[src/rtl/cone_pkg.sv]
// Shared constants and bitwise cone functions for the cone_pipe datapath.
// Latency: none (combinational helpers only).
// Backpressure: not applicable.
package cone_pkg;

  // Width of the optional output-handshake counter.
  localparam int CONE_CNT_W = 16;

  // Widest lane the helper functions cover. Callers widen their WIDTH-bit
  // operands to this size and truncate the result back. The functions are
  // purely bitwise, so the unused upper bits never influence the lower ones.
  localparam int CONE_MAX_W = 1024;

  typedef logic [CONE_MAX_W-1:0] cone_vec_t;

  // Second product term of the cone: ~(~a4&a0 | a2&~(a1&a3)), with p8 = a1&a3.
  function automatic cone_vec_t cone_p9(input cone_vec_t a0,
                                        input cone_vec_t a2,
                                        input cone_vec_t a4,
                                        input cone_vec_t p8);
    return ~((~a4 & a0) | (a2 & ~p8));
  endfunction

  // Final OAI: y = ~((p8 | p9) & p0).
  function automatic cone_vec_t cone_y(input cone_vec_t p8,
                                       input cone_vec_t p9,
                                       input cone_vec_t p0);
    return ~((p8 | p9) & p0);
  endfunction

endpackage

[src/rtl/cone_pipe_stage.sv]
// One elastic pipeline slot: valid flag plus data register of width W.
// Latency: 1 cycle from a load to dout/valid.
// Backpressure: ready = ~valid | down_ready, purely combinational, so bubbles collapse.
module cone_stage
  import cone_pkg::*;
#(
  parameter int W = 8
) (
  input  logic         clk,
  input  logic         rst_n,
  input  logic         up_valid,
  input  logic         down_ready,
  input  logic [W-1:0] din,
  output logic         valid,
  output logic         ready,
  output logic [W-1:0] dout
);

  // An empty slot can always load; a full one only if its contents move on.
  assign ready = ~valid | down_ready;

  // The valid flag follows the predecessor whenever this slot may load, so a
  // bubble upstream becomes a bubble here instead of stalling the pipeline.
  always_ff @(posedge clk or negedge rst_n) begin
    if (!rst_n) begin
      valid <= 1'b0;
    end else if (ready) begin
      valid <= up_valid;
    end
  end

  // Data is captured only for real items; bubbles leave the register alone,
  // which also keeps dout stable while the slot is stalled.
  always_ff @(posedge clk or negedge rst_n) begin
    if (!rst_n) begin
      dout <= '0;
    end else if (ready && up_valid) begin
      dout <= din;
    end
  end

endmodule

[src/rtl/cone_pipe.sv]
// Vectorised five-input OAI cone, elastic-pipelined over DEPTH stages (optional CONE_STATS_EN adds xfer_cnt).
// Latency: DEPTH-1 cycles from input handshake to out_valid; one transfer per cycle when unstalled.
// Backpressure: valid/ready chain; a stalled consumer fills all DEPTH slots before in_ready drops.
module cone_pipe
  import cone_pkg::*;
#(
  parameter int WIDTH = 8,
  parameter int DEPTH = 2
) (
  input  logic             clk,
  input  logic             rst_n,
  input  logic [WIDTH-1:0] a0,
  input  logic [WIDTH-1:0] a1,
  input  logic [WIDTH-1:0] a2,
  input  logic [WIDTH-1:0] a3,
  input  logic [WIDTH-1:0] a4,
  input  logic             in_valid,
  output logic             in_ready,
  output logic [WIDTH-1:0] y,
  output logic             out_valid,
  input  logic             out_ready
`ifdef CONE_STATS_EN
  ,
  output logic [CONE_CNT_W-1:0] xfer_cnt
`endif
);

  // Stage 0 packs {p8, p9, p0}; later stages carry only the WIDTH-bit result.
  localparam int S0_W = 3 * WIDTH;

  logic [DEPTH-1:0] vld;
  logic [DEPTH:0]   rdy;

  logic [WIDTH-1:0] p8_in;
  logic [WIDTH-1:0] p9_in;
  logic [S0_W-1:0]  s0_din;
  logic [S0_W-1:0]  s0_dout;
  logic [WIDTH-1:0] s0_p8;
  logic [WIDTH-1:0] s0_p9;
  logic [WIDTH-1:0] s0_p0;

  // yin[i] feeds stage i, ydat[i] is what stage i holds.
  logic [WIDTH-1:0] yin  [1:DEPTH-1];
  logic [WIDTH-1:0] ydat [1:DEPTH-1];

  // First half of the cone, evaluated on the raw operands ahead of stage 0.
  always_comb begin
    p8_in = a1 & a3;
    p9_in = WIDTH'(cone_p9(cone_vec_t'(a0), cone_vec_t'(a2),
                           cone_vec_t'(a4), cone_vec_t'(p8_in)));
  end

  assign s0_din = {p8_in, p9_in, a0};
  assign s0_p8  = s0_dout[S0_W-1 -: WIDTH];
  assign s0_p9  = s0_dout[2*WIDTH-1 -: WIDTH];
  assign s0_p0  = s0_dout[WIDTH-1:0];

  // The consumer closes the ready chain.
  assign rdy[DEPTH] = out_ready;

  cone_stage #(
    .W(S0_W)
  ) u_stage0 (
    .clk        (clk),
    .rst_n      (rst_n),
    .up_valid   (in_valid),
    .down_ready (rdy[1]),
    .din        (s0_din),
    .valid      (vld[0]),
    .ready      (rdy[0]),
    .dout       (s0_dout)
  );

  for (genvar i = 1; i < DEPTH; i++) begin : g_stage
    if (i == 1) begin : g_fn
      // Second half of the cone sits between stage 0 and stage 1.
      assign yin[i] = WIDTH'(cone_y(cone_vec_t'(s0_p8), cone_vec_t'(s0_p9),
                                    cone_vec_t'(s0_p0)));
    end else begin : g_carry
      // Deeper stages only retime the finished result.
      assign yin[i] = ydat[i-1];
    end

    cone_stage #(
      .W(WIDTH)
    ) u_stage (
      .clk        (clk),
      .rst_n      (rst_n),
      .up_valid   (vld[i-1]),
      .down_ready (rdy[i+1]),
      .din        (yin[i]),
      .valid      (vld[i]),
      .ready      (rdy[i]),
      .dout       (ydat[i])
    );
  end

  assign in_ready  = rdy[0];
  assign out_valid = vld[DEPTH-1];
  assign y         = ydat[DEPTH-1];

`ifdef CONE_STATS_EN
  // Count completed output handshakes; the counter wraps at its full width.
  always_ff @(posedge clk or negedge rst_n) begin
    if (!rst_n) begin
      xfer_cnt <= '0;
    end else if (out_valid && out_ready) begin
      xfer_cnt <= xfer_cnt + CONE_CNT_W'(1);
    end
  end
`endif

endmodule

[config.mk]
export PLATFORM = sky130hd
export DESIGN_NAME = cone_pipe
export DESIGN_NICKNAME = d
export VERILOG_FILES = /design/src/rtl/cone_pkg.sv /design/src/rtl/cone_pipe_stage.sv /design/src/rtl/cone_pipe.sv
export SDC_FILE = /design/constraint.sdc
export NUM_CORES = 1
export LEC_CHECK = 0
export ABC_CLOCK_PERIOD_IN_PS = 1400
export CORE_UTILIZATION = 44
export DETAILED_ROUTE_END_ITERATION = 16
export GPL_ROUTABILITY_DRIVEN = 1
export PLACE_DENSITY = 0.82
export RECOVER_POWER = 25
export SETUP_SLACK_MARGIN = 0.2
export SYNTH_ARGS = -nofsm -noshare
export SYNTH_HDL_FRONTEND = slang
export SYNTH_SLANG_ARGS = --single-unit
[constraint.sdc]
create_clock -name clk -period 1.4 [get_ports clk]
set_input_delay 0.21 -clock clk [delete_from_list [all_inputs] [get_ports clk]]
set_output_delay 0.21 -clock clk [all_outputs]
set_load 0.02 [all_outputs]
==> PnR_summary.wiki, run 1 <==
{| class="wikitable"
! Metric !! Value
|-
| Outcome || finished, final reports clean
|-
| Hold violation count in the final report || 0
|-
| End of the worst register-to-register path || u_stage0.dout[7]$_DFFE_PN0P_
|-
| Detailed placer's ending HPWL || 2.29 mm
|-
| Sw Ratio || 27.3%
|-
| Clock Latency Late Sink || 320 ps
|-
| Worst EP arrival || 1430 ps
|-
| Accumulated negative setup slack || 0 ps
|-
| Simple-gate area share of the yosys netlist || 8.97%
|-
| Netlist cell types || 15
|-
| Post-Syn Instances || 114
|-
| Post-synth top area share || 55.5%
|-
| Mean instance size in the synthesized netlist || 13.5 sq um
|-
| Final setup violating endpoints || 0
|-
| Cell area after layout || 0.00219 sq mm
|-
| Count of nets left with antenna violations after detail routing || 0
|-
| Area inside the core boundary || 0.00334 sq mm
|-
| Least-Margin Pin Slew || 801 ps
|-
| Final global-route overflow total || 0
|-
| Filler instances || 268
|-
| Max-slew headroom at the worst pin || 46.6%
|-
| Number of top-level pins || 54
|-
| Highest Clock Rate || 824 MHz
|-
| Worst Hold Depth || 3
|-
| Routed WL per cell || 12.8 microns
|-
| Class of the tightest hold or removal check || input port to flop
|-
| Worst setup skew after layout || 5.53 ps
|-
| Crit end category || flop
|-
| Nets in the synthesized netlist || 158
|-
| Compound-Gate Fraction of Synth Area || 5.22%
|-
| Gpl congestion || 0.679
|-
| Share of synthesized area spent on multiplexers || 25.8%
|-
| Number of buffers inserted by hold repair at cts || 0
|-
| Buffers on Ports || 53
|-
| Top library cells by usage in the layout, fill and taps aside || clkdlybuf4s50_1, dfrtp_1, mux2_4, mux2_2, buf_2
|-
| Drt pass-1 iters || 4
|-
| Sequential cell area || 852 sq um
|-
| Antenna violations before repair || 0
|-
| Diodes inserted || 0
|-
| Vias/cell || 4.73
|-
| Pre-CTS setup slack || -237 ps
|-
| Smallest setup slack after layout || 186 ps
|-
| Routed wire length || 2.90 mm
|-
| Number of max-cap violations || 0
|-
| Sequential cell area fraction in the yosys report || 55.5%
|-
| Vert. Die Dim || 61.0 microns
|-
| Synthesis-stage register bit count || 34
|-
| Clock root buffer || clkbuf_4
|-
| Multi-input logic area || 618 sq um
|-
| Largest fanout on the critical path || 14
|-
| Internal power summed over all cells || 1.79 mW
|-
| Pwr Density || 1120 mW/mm^2
|-
| Number of DRC markers after the initial detailed-route iteration || 31
|-
| Kind of critical path || flop to flop
|-
| Worst min-delay path startpoint || a3[4]
|-
| Die Wd || 61.0 microns
|-
| Synth-to-Final Area Change || 42.6%
|-
| Proportion of layout cells with a drive suffix above 1 || 29.3%
|-
| Number of remaining DRC errors || 0
|-
| Power dissipated by switching net loads || 0.672 mW
|-
| R2r worst-path depth || 4
|-
| Worst IR drop on VDD || 0.635 mV
|-
| Clock transition at the register clock pins on the worst setup and hold paths after CTS || 100 ps
|-
| Number of buffers inserted during clock tree synthesis || 5
|-
| Effective utilization at floorplan || 46.0%
|-
| Dominant combinational cell family by area after synthesis || multiplexers
|-
| Logic pwr share || 27.2%
|-
| Worst R2R Setup Slack || 190 ps
|-
| Utilization after layout || 65.5%
|-
| Final-report max-slew violation count || 0
|-
| Die area || 0.00373 sq mm
|-
| Startpoint of the most critical register-to-register path || u_stage0.valid$_DFFE_PN0P_
|-
| Clock Tree Buf Depth || 2
|-
| H-Tree Level Count || 2
|-
| Number of core rows || 21
|-
| Clock power frac || 22.2%
|-
| Share of synthesized cell area in full adder, half adder and majority cells || 0%
|-
| Cell Area, Synth || 0.00153 sq mm
|-
| Vias in the first global route || 1,107
|-
| Hold Path Sink || u_stage0.dout[20]$_DFFE_PN0P_
|-
| Static Leakage || 0.995 nW
|-
| Number of nets in the layout || 224
|-
| Fraction of synthesized cell area in xor and xnor cells || 0%
|-
| Cell types with the largest area share after synthesis || dfrtp_1, mux2_4, mux2_2
|-
| GR Util All Layers || 17.8%
|-
| Data required time at the worst endpoint || 1620 ps
|-
| Fraction of power consumed by sequential logic || 50.6%
|-
| Placed standard-cell area || 0.00215 sq mm
|-
| Clock tree from TritonCTS || done
|-
| Post-synth top area cell || dfrtp_1
|-
| Post-layout min period || 1210 ps
|-
| Worst setup SP type || flop
|-
| Leading cell type in the layout, fill and taps excluded || clkdlybuf4s50_1
|-
| Clock sink count || 34
|-
| Final period utilization || 86.7%
|-
| Routed vias || 1,073
|-
| Pin count of the biggest net entering global routing || 35
|-
| Global-route wire length before repair || 4.66 mm
|-
| Finished Layout Cells || 227
|-
| RSZ-0062 raised after global routing || true
|-
| Synth warn || 0
|-
| Number of cells after detailed placement || 215
|}
-- stage by stage --
stage | hold slack [ps] | total power, mW
3_3_place_gp | 482 | 1.97
4_1_cts | 252 | 2.53
5_1_grt | 436 | 2.61
2_1_floorplan | -85.6 | 1.63
3_5_place_dp | 492 | 2.00
6_report | 455 | 2.46
-- power by group through the flow --
stage          Clock (mW)  Combinational, mW  Sequential, mW
2_1_floorplan           0              0.305            1.33
3_3_place_gp            0              0.714            1.25
3_5_place_dp            0              0.734            1.27
4_1_cts             0.560              0.723            1.25
5_1_grt             0.617              0.729            1.26
6_report            0.547              0.668            1.24
-- logic make-up after synthesis --
logic type / after synthesis
AO/OA/AOI/OAI: 16
buffers and inverters: 10
flip-flops: 34
multiplexers: 32
AND/OR/NAND/NOR: 22
-- how the worst max path moves through the flow --
stage	start	endpoint	slack, ps
5_1_grt	u_stage0.valid$_DFFE_PN0P_	u_stage0.dout[9]$_DFFE_PN0P_	130
2_1_floorplan	g_stage[1].u_stage.valid$_DFFE_PN0P_	u_stage0.dout[0]$_DFFE_PN0P_	120
6_report	u_stage0.valid$_DFFE_PN0P_	u_stage0.dout[7]$_DFFE_PN0P_	190
4_1_cts	g_stage[1].u_stage.valid$_DFFE_PN0P_	in_ready	180
3_5_place_dp	out_ready	in_ready	-240
3_3_place_gp	out_ready	in_ready	-240
-- area by class of cell --
| class | instances | area share, % |
|---|---|---|
| tap | 46 | 2.63 |
| sequential | 34 | 39.0 |
| multi-input combinational | 70 | 28.3 |
| clock buffer | 7 | 2.52 |
| timing repair buffer | 61 | 26.0 |
| inverter | 8 | 1.37 |
| clock inverter | 1 | 0.229 |
-- metal layers --
layer / vias up / GRT usage, % / share of wire (%)
met5: - / 0 / 0
met4: 0 / 5.84 / 1.4
met1: 513 / 17.8 / 40
met3: 4 / 7.14 / 5.1
met2: 33 / 33.2 / 53
li1: 523 / - / -
-- cells in the mapped netlist --
cell / n
dfrtp_1: 34
mux2_2: 12
mux2_4: 12
a21oi_1: 8
inv_1: 8
mux2i_1: 8
nand2_1: 8
nor2b_1: 8
o21ai_0: 8
buf_12: 2
nand2b_1: 2
nand2_2: 1
nand2_4: 1
nand3b_4: 1
or2b_1: 1
-- timing repair --
action,in CTS,in global routing
gates resized for setup,34,9
pin swaps,0,1
setup endpoints to repair,21,25
setup buffers,2,2
endpoints found under the hold margin,0,0
-- sequential cells by signal, indices dropped and copies added, names as in the netlist --
| signal | cells |
|---|---|
| u_stage0.dout | 24 |
| g_stage.u_stage.valid | 1 |
| g_stage.u_stage.dout | 8 |
| u_stage0.valid | 1 |
-- worst max-delay path, stage by stage (launching register included) --
cell and delay, ps:
dfrtp_1 410, nand3b_4 110, nand2_4 100, buf_12 160, mux2_2 340
No activity file was read; power rests on OpenSTA's default activity.
==> inputs of run 2 (changes only) <==
- CAP_MARGIN: not set -> 10
==> results of run 2 <==
Final layout, timing and power as in run 1 (identical DEF).
